### src/rtl/core_pkg.sv
// core_pkg: types and default widths shared by the fetch sequencer and the
// PC/decode logic.
//   seq_state_t : fetch sequencer FSM state encoding
//   IW_DEF      : default instruction width
//   IMW_DEF     : default instruction-memory address width
//   CW_DEF      : default retired-instruction counter width
package core_pkg;

   localparam int IW_DEF  = 8;
   localparam int IMW_DEF = 4;
   localparam int CW_DEF  = 8;

   typedef enum logic [1:0] {
      IDLE   = 2'd0,
      FETCH  = 2'd1,
      ISSUE  = 2'd2,
      HALTED = 2'd3
   } seq_state_t;

endpackage

### src/rtl/sat_counter.sv
// sat_counter: saturating up-counter used for retired-instruction and other
// core performance counters.
//   clk   : clock, all updates on rising edge
//   rst   : synchronous active-high reset, count -> 0
//   clr   : synchronous clear, takes priority over inc
//   inc   : increment by one, holding at 2^CW-1
//   count : current count
module sat_counter #(
   parameter int CW = 8
) (
   input  logic          clk,
   input  logic          rst,
   input  logic          clr,
   input  logic          inc,
   output logic [CW-1:0] count
);

   logic [CW-1:0] count_q;
   logic [CW-1:0] count_d;

   always_comb begin
      count_d = count_q;
      if (clr) begin
         count_d = '0;
      end else if (inc && (count_q != {CW{1'b1}})) begin
         count_d = count_q + CW'(1);
      end
   end

   always_ff @(posedge clk) begin
      if (rst) begin
         count_q <= '0;
      end else begin
         count_q <= count_d;
      end
   end

   assign count = count_q;

endmodule

### src/rtl/fetch_sequencer.sv
// fetch_sequencer: control FSM sequencing instruction fetch and issue.
// Owns the architectural PC, drives the instruction-memory read handshake,
// holds each fetched instruction until execute accepts it, then advances
// the PC (pc+1 or branch target) or stops on HALT. Counts retired
// instructions with a saturating counter.
//   clk, rst                  : clock, synchronous active-high reset
//   start                     : begin execution at 0 (IDLE/HALTED only)
//   imem_req/imem_addr        : instruction read request and address (= pc)
//   imem_valid/imem_data      : read data return (honoured in FETCH only)
//   instr/instr_valid         : instruction presented to execute
//   exec_ready                : execute accepts instr this cycle
//   branch_taken/target, halt : redirect/halt info, sampled on acceptance
//   pc, running, done, retired: status outputs
// All outputs are registers or decodes of the state register.
module fetch_sequencer
   import core_pkg::*;
#(
   parameter int IW  = IW_DEF,
   parameter int IMW = IMW_DEF,
   parameter int CW  = CW_DEF
) (
   input  logic           clk,
   input  logic           rst,
   input  logic           start,
   output logic           imem_req,
   output logic [IMW-1:0] imem_addr,
   input  logic           imem_valid,
   input  logic [IW-1:0]  imem_data,
   output logic [IW-1:0]  instr,
   output logic           instr_valid,
   input  logic           exec_ready,
   input  logic           branch_taken,
   input  logic [IMW-1:0] branch_target,
   input  logic           halt,
   output logic [IMW-1:0] pc,
   output logic           running,
   output logic           done,
   output logic [CW-1:0]  retired
);

   seq_state_t     state_q, state_d;
   logic [IMW-1:0] pc_q, pc_d;
   logic [IW-1:0]  instr_q, instr_d;

   logic start_ok;
   logic accept;

   assign start_ok = start && ((state_q == IDLE) || (state_q == HALTED));
   assign accept   = (state_q == ISSUE) && exec_ready;

   // state register
   always_ff @(posedge clk) begin
      if (rst) begin
         state_q <= IDLE;
      end else begin
         state_q <= state_d;
      end
   end

   // next-state logic
   always_comb begin
      state_d = state_q;
      unique case (state_q)
         IDLE:    if (start) state_d = FETCH;
         FETCH:   if (imem_valid) state_d = ISSUE;
         ISSUE:   if (exec_ready) state_d = halt ? HALTED : FETCH;
         HALTED:  if (start) state_d = FETCH;
         default: state_d = IDLE;
      endcase
   end

   // output decode from state only
   always_comb begin
      imem_req    = 1'b0;
      instr_valid = 1'b0;
      running     = 1'b0;
      done        = 1'b0;
      unique case (state_q)
         FETCH:   begin imem_req = 1'b1; running = 1'b1; end
         ISSUE:   begin instr_valid = 1'b1; running = 1'b1; end
         HALTED:  done = 1'b1;
         default: ;
      endcase
   end

   // PC next-value mux; halt wins over branch so pc keeps pointing at HALT
   always_comb begin
      pc_d = pc_q;
      if (start_ok) begin
         pc_d = '0;
      end else if (accept && !halt) begin
         pc_d = branch_taken ? branch_target : pc_q + IMW'(1);
      end
   end

   // instruction hold register, loaded only by a valid return in FETCH
   always_comb begin
      instr_d = instr_q;
      if ((state_q == FETCH) && imem_valid) begin
         instr_d = imem_data;
      end
   end

   always_ff @(posedge clk) begin
      if (rst) begin
         pc_q    <= '0;
         instr_q <= '0;
      end else begin
         pc_q    <= pc_d;
         instr_q <= instr_d;
      end
   end

   sat_counter #(
      .CW (CW)
   ) u_retired (
      .clk   (clk),
      .rst   (rst),
      .clr   (start_ok),
      .inc   (accept),
      .count (retired)
   );

   assign pc        = pc_q;
   assign imem_addr = pc_q;
   assign instr     = instr_q;

endmodule

### config.mk
export PLATFORM = sky130hd
export DESIGN_NAME = fetch_sequencer
export DESIGN_NICKNAME = d
export VERILOG_FILES = /design/src/rtl/core_pkg.sv /design/src/rtl/sat_counter.sv /design/src/rtl/fetch_sequencer.sv
export SDC_FILE = /design/constraint.sdc
export NUM_CORES = 1
export LEC_CHECK = 0
export ABC_AREA = 1
export CAP_MARGIN = 20
export CORE_ASPECT_RATIO = 0.7
export CORE_UTILIZATION = 43
export CTS_CLUSTER_DIAMETER = 80
export DETAILED_ROUTE_END_ITERATION = 16
export PLACE_DENSITY_LB_ADDON = 0.12
export SLEW_MARGIN = 25
export SYNTH_ARGS = -nofsm -noshare
export SYNTH_HDL_FRONTEND = slang
export SYNTH_HIERARCHICAL = 1
export SYNTH_SLANG_ARGS = --single-unit
### constraint.sdc
create_clock -name clk -period 1.9 [get_ports clk]
set_input_delay 0.38 -clock clk [delete_from_list [all_inputs] [get_ports clk]]
set_output_delay 0.38 -clock clk [all_outputs]
set_load 0.05 [all_outputs]
==> results.cfg <==
[floorplan]
die_y_um = 46.2
coreArea_um2 = 2550
dieArea_um2 = 3000
boundaryPins = 47
die_w_um = 65.1
start_util = 0.469
fp-row-count = 15

[synthesis]
synthesis.area_um2 = 1200
synth-seq-cells = 22
ys_types = 23
syn_area_per_cell_um2 = 6.80
yosys_warnings = 6
ys_seq_area_frac = 0.368
syn_nets = 201
synth_cells = 176

[layout]
fillers = 222
diodes = 0
layout-drive-gt1-share = 0.163
layout_commonest_cell = nand2_1
seqCellArea_um2 = 440
syn2layout_area_growth_pct = 44.3
final_cell_mix = nand2_1 (52), clkdlybuf4s50_1 (26), dfxtp_1 (22)
fin_area_um2 = 1730
multi_input_area_um2 = 636
fin_nets = 247

[power_and_ir_drop]
leakagePower_uw = 0.000774
ir_worst_vdd_uv = 823
p_per_area_nw_per_um2 = 1100

[cts]
clk_path_buf_depth = 2
numCtsBuffers = 3
post_cts_buffers = 0
htreeDepth = 1
clock_sinks = 22
cts_tree = yes
path_clk_slew_ns = 0.08
cts_root_buffer = clkbuf_8
cts_resized = 0
ctsHoldBuffers = 0
insertion_delay_ns = 0.26

[worst_setup_path]
cp.required_ns = 1.52
cpMaxStageDelayCell = clkdlybuf4s50_1
start_kind = register
path_depth = 1
crit_path_max_incr_delay_ns = 0.82
crit_path_max_fanout = 2
cp.arrival_ns = 1.43
crit_buf_inv = 1
ff2ff_path_depth = 7
reg2reg_slack_ns = 0.20
end_kind = output pin
cpLargestDelayFamily = buffers and inverters
critPathKind = reg2out
crit_chain = clkdlybuf4s50_1

[global_route]
grt_pass1_wl_um = 4710
antenna_found_initial = 0
grt_overflow = 0
grt_use_total = 0.206
grt_pass1_vias = 1062
grt_start_max_net_pins = 14

[placement]
placed_area_um2 = 1660
portBuffers = 46
dp_hpwl_um = 2250
gp_congestion = 0.834
dpl_worst_slack_ns = 0.214

[flow_run]
max_cap_violations = 0

[drt]
drt_iter0_drc = 48
drc = 0
viasPerCell = 4.98
drt_wl_total_um = 2930
ant_nets = 0
vias = 1271
wl_per_cell_um = 11.5
dr.pass1.iters = 4

[worst_hold_path]
hold_depth = 2
min_path_type = reg2reg

[timing]
fin_crit_sh = 0.952
rsz0062_at_grt = no
final_max_slew_viol_count = 0
final_hold_viol_count = 0
tns_ns = 0
fin_skew_ns = 0.00445
fmax_ghz = 0.553
fin_crit_ns = 1.81
hold_slack_ns = 0.466
setup_viol = 0
relSlewSlack = 0.656
tightest_slew_ns = 0.514
fin_ws_ns = 0.0906

[run_status]
status = completed
## Yosys cell counts
| cell | instances | share of area |
|---|---|---|
| o21ai_0 | 4 | 0.017 |
| nand2_1 | 52 | 0.16 |
| buf_4 | 4 | 0.025 |
| nand3_1 | 11 | 0.046 |
| nor2_1 | 19 | 0.060 |
| or2_1 | 2 | 0.010 |
| inv_1 | 19 | 0.060 |
| nand2_2 | 3 | 0.016 |
| o21bai_1 | 1 | 0.0063 |
| clkbuf_1 | 1 | 0.0031 |
| nand2_4 | 1 | 0.0094 |
| o21ai_1 | 1 | 0.0042 |
| a21oi_1 | 19 | 0.079 |
| nand4_1 | 2 | 0.010 |
| nor2_4 | 1 | 0.0094 |
| nand3_2 | 1 | 0.0084 |
| dfxtp_1 | 22 | 0.37 |
| a21oi_2 | 1 | 0.0073 |
| nand3_4 | 1 | 0.015 |
| ha_1 | 6 | 0.063 |
| xor2_1 | 1 | 0.0073 |
| buf_2 | 1 | 0.0042 |
| inv_2 | 3 | 0.0094 |
## final cells by class
| class | instances | area share |
|---|---|---|
| Inverter | 22 | 0.0478 |
| Clock inverter | 1 | 0.0174 |
| Tap cell | 34 | 0.0246 |
| Multi-Input combinational cell | 126 | 0.368 |
| Timing Repair Buffer | 47 | 0.264 |
| Sequential cell | 22 | 0.255 |
| Clock buffer | 3 | 0.0239 |
## sequential cells by signal (all words and copies together) (netlist names)
signal and flops:
instr 8, u_retired/count 8, imem_addr 4, state_q 2
## metrics by stage
| step | cells | power, uW | utilization |
|---|---|---|---|
| 6_report | 255 | 1910 | 0.677 |
| 5_1_grt | 255 | 2010 | 0.677 |
| 4_1_cts | 255 | 1920 | 0.677 |
| 3_5_place_dp | 251 | 1490 | 0.649 |
| 3_3_place_gp | 251 | 1470 | 0.649 |
| 2_1_floorplan | 176 | 1150 | - |
## path summary, 6_finish.rpt
path / start / to
max: instr[4]$_SDFFE_PP0P_ / instr[4]
min reg2reg: instr[0]$_SDFFE_PP0P_ / instr[0]$_SDFFE_PP0P_
max reg2reg: state_q[0]$_SDFFE_PP0P_ / u_retired/count[7]$_SDFFE_PP0P_
min: instr[0]$_SDFFE_PP0P_ / instr[0]$_SDFFE_PP0P_
## metal layers
layer | vias to the layer above | track usage | part of all wire
li1 | 641 | - | -
met1 | 588 | 0.258 | 0.45
met2 | 40 | 0.371 | 0.49
met3 | 2 | 0.0371 | 0.054
met4 | 0 | 0.0522 | 0.0038
met5 | - | 0 | 0
## cells by family (layout without fill, tap and decap cells)
family / Yosys count / count (layout) / synth area share
flip-flops: 22 / 22 / 0.368
XOR/XNOR: 1 / 1 / 0.00732
AND/OR/NAND/NOR: 93 / 93 / 0.347
AO/OA/AOI/OAI: 26 / 26 / 0.114
adder cells (fa/ha/maj): 6 / 6 / 0.0627
buffers and inverters: 28 / 73 / 0.101
## report_power, final
part | switching (uW) | internal [uW]
logic | 560 | 351
clock network | 148 | 281
registers | 53.2 | 515
Power figures use the tool's default switching activity.
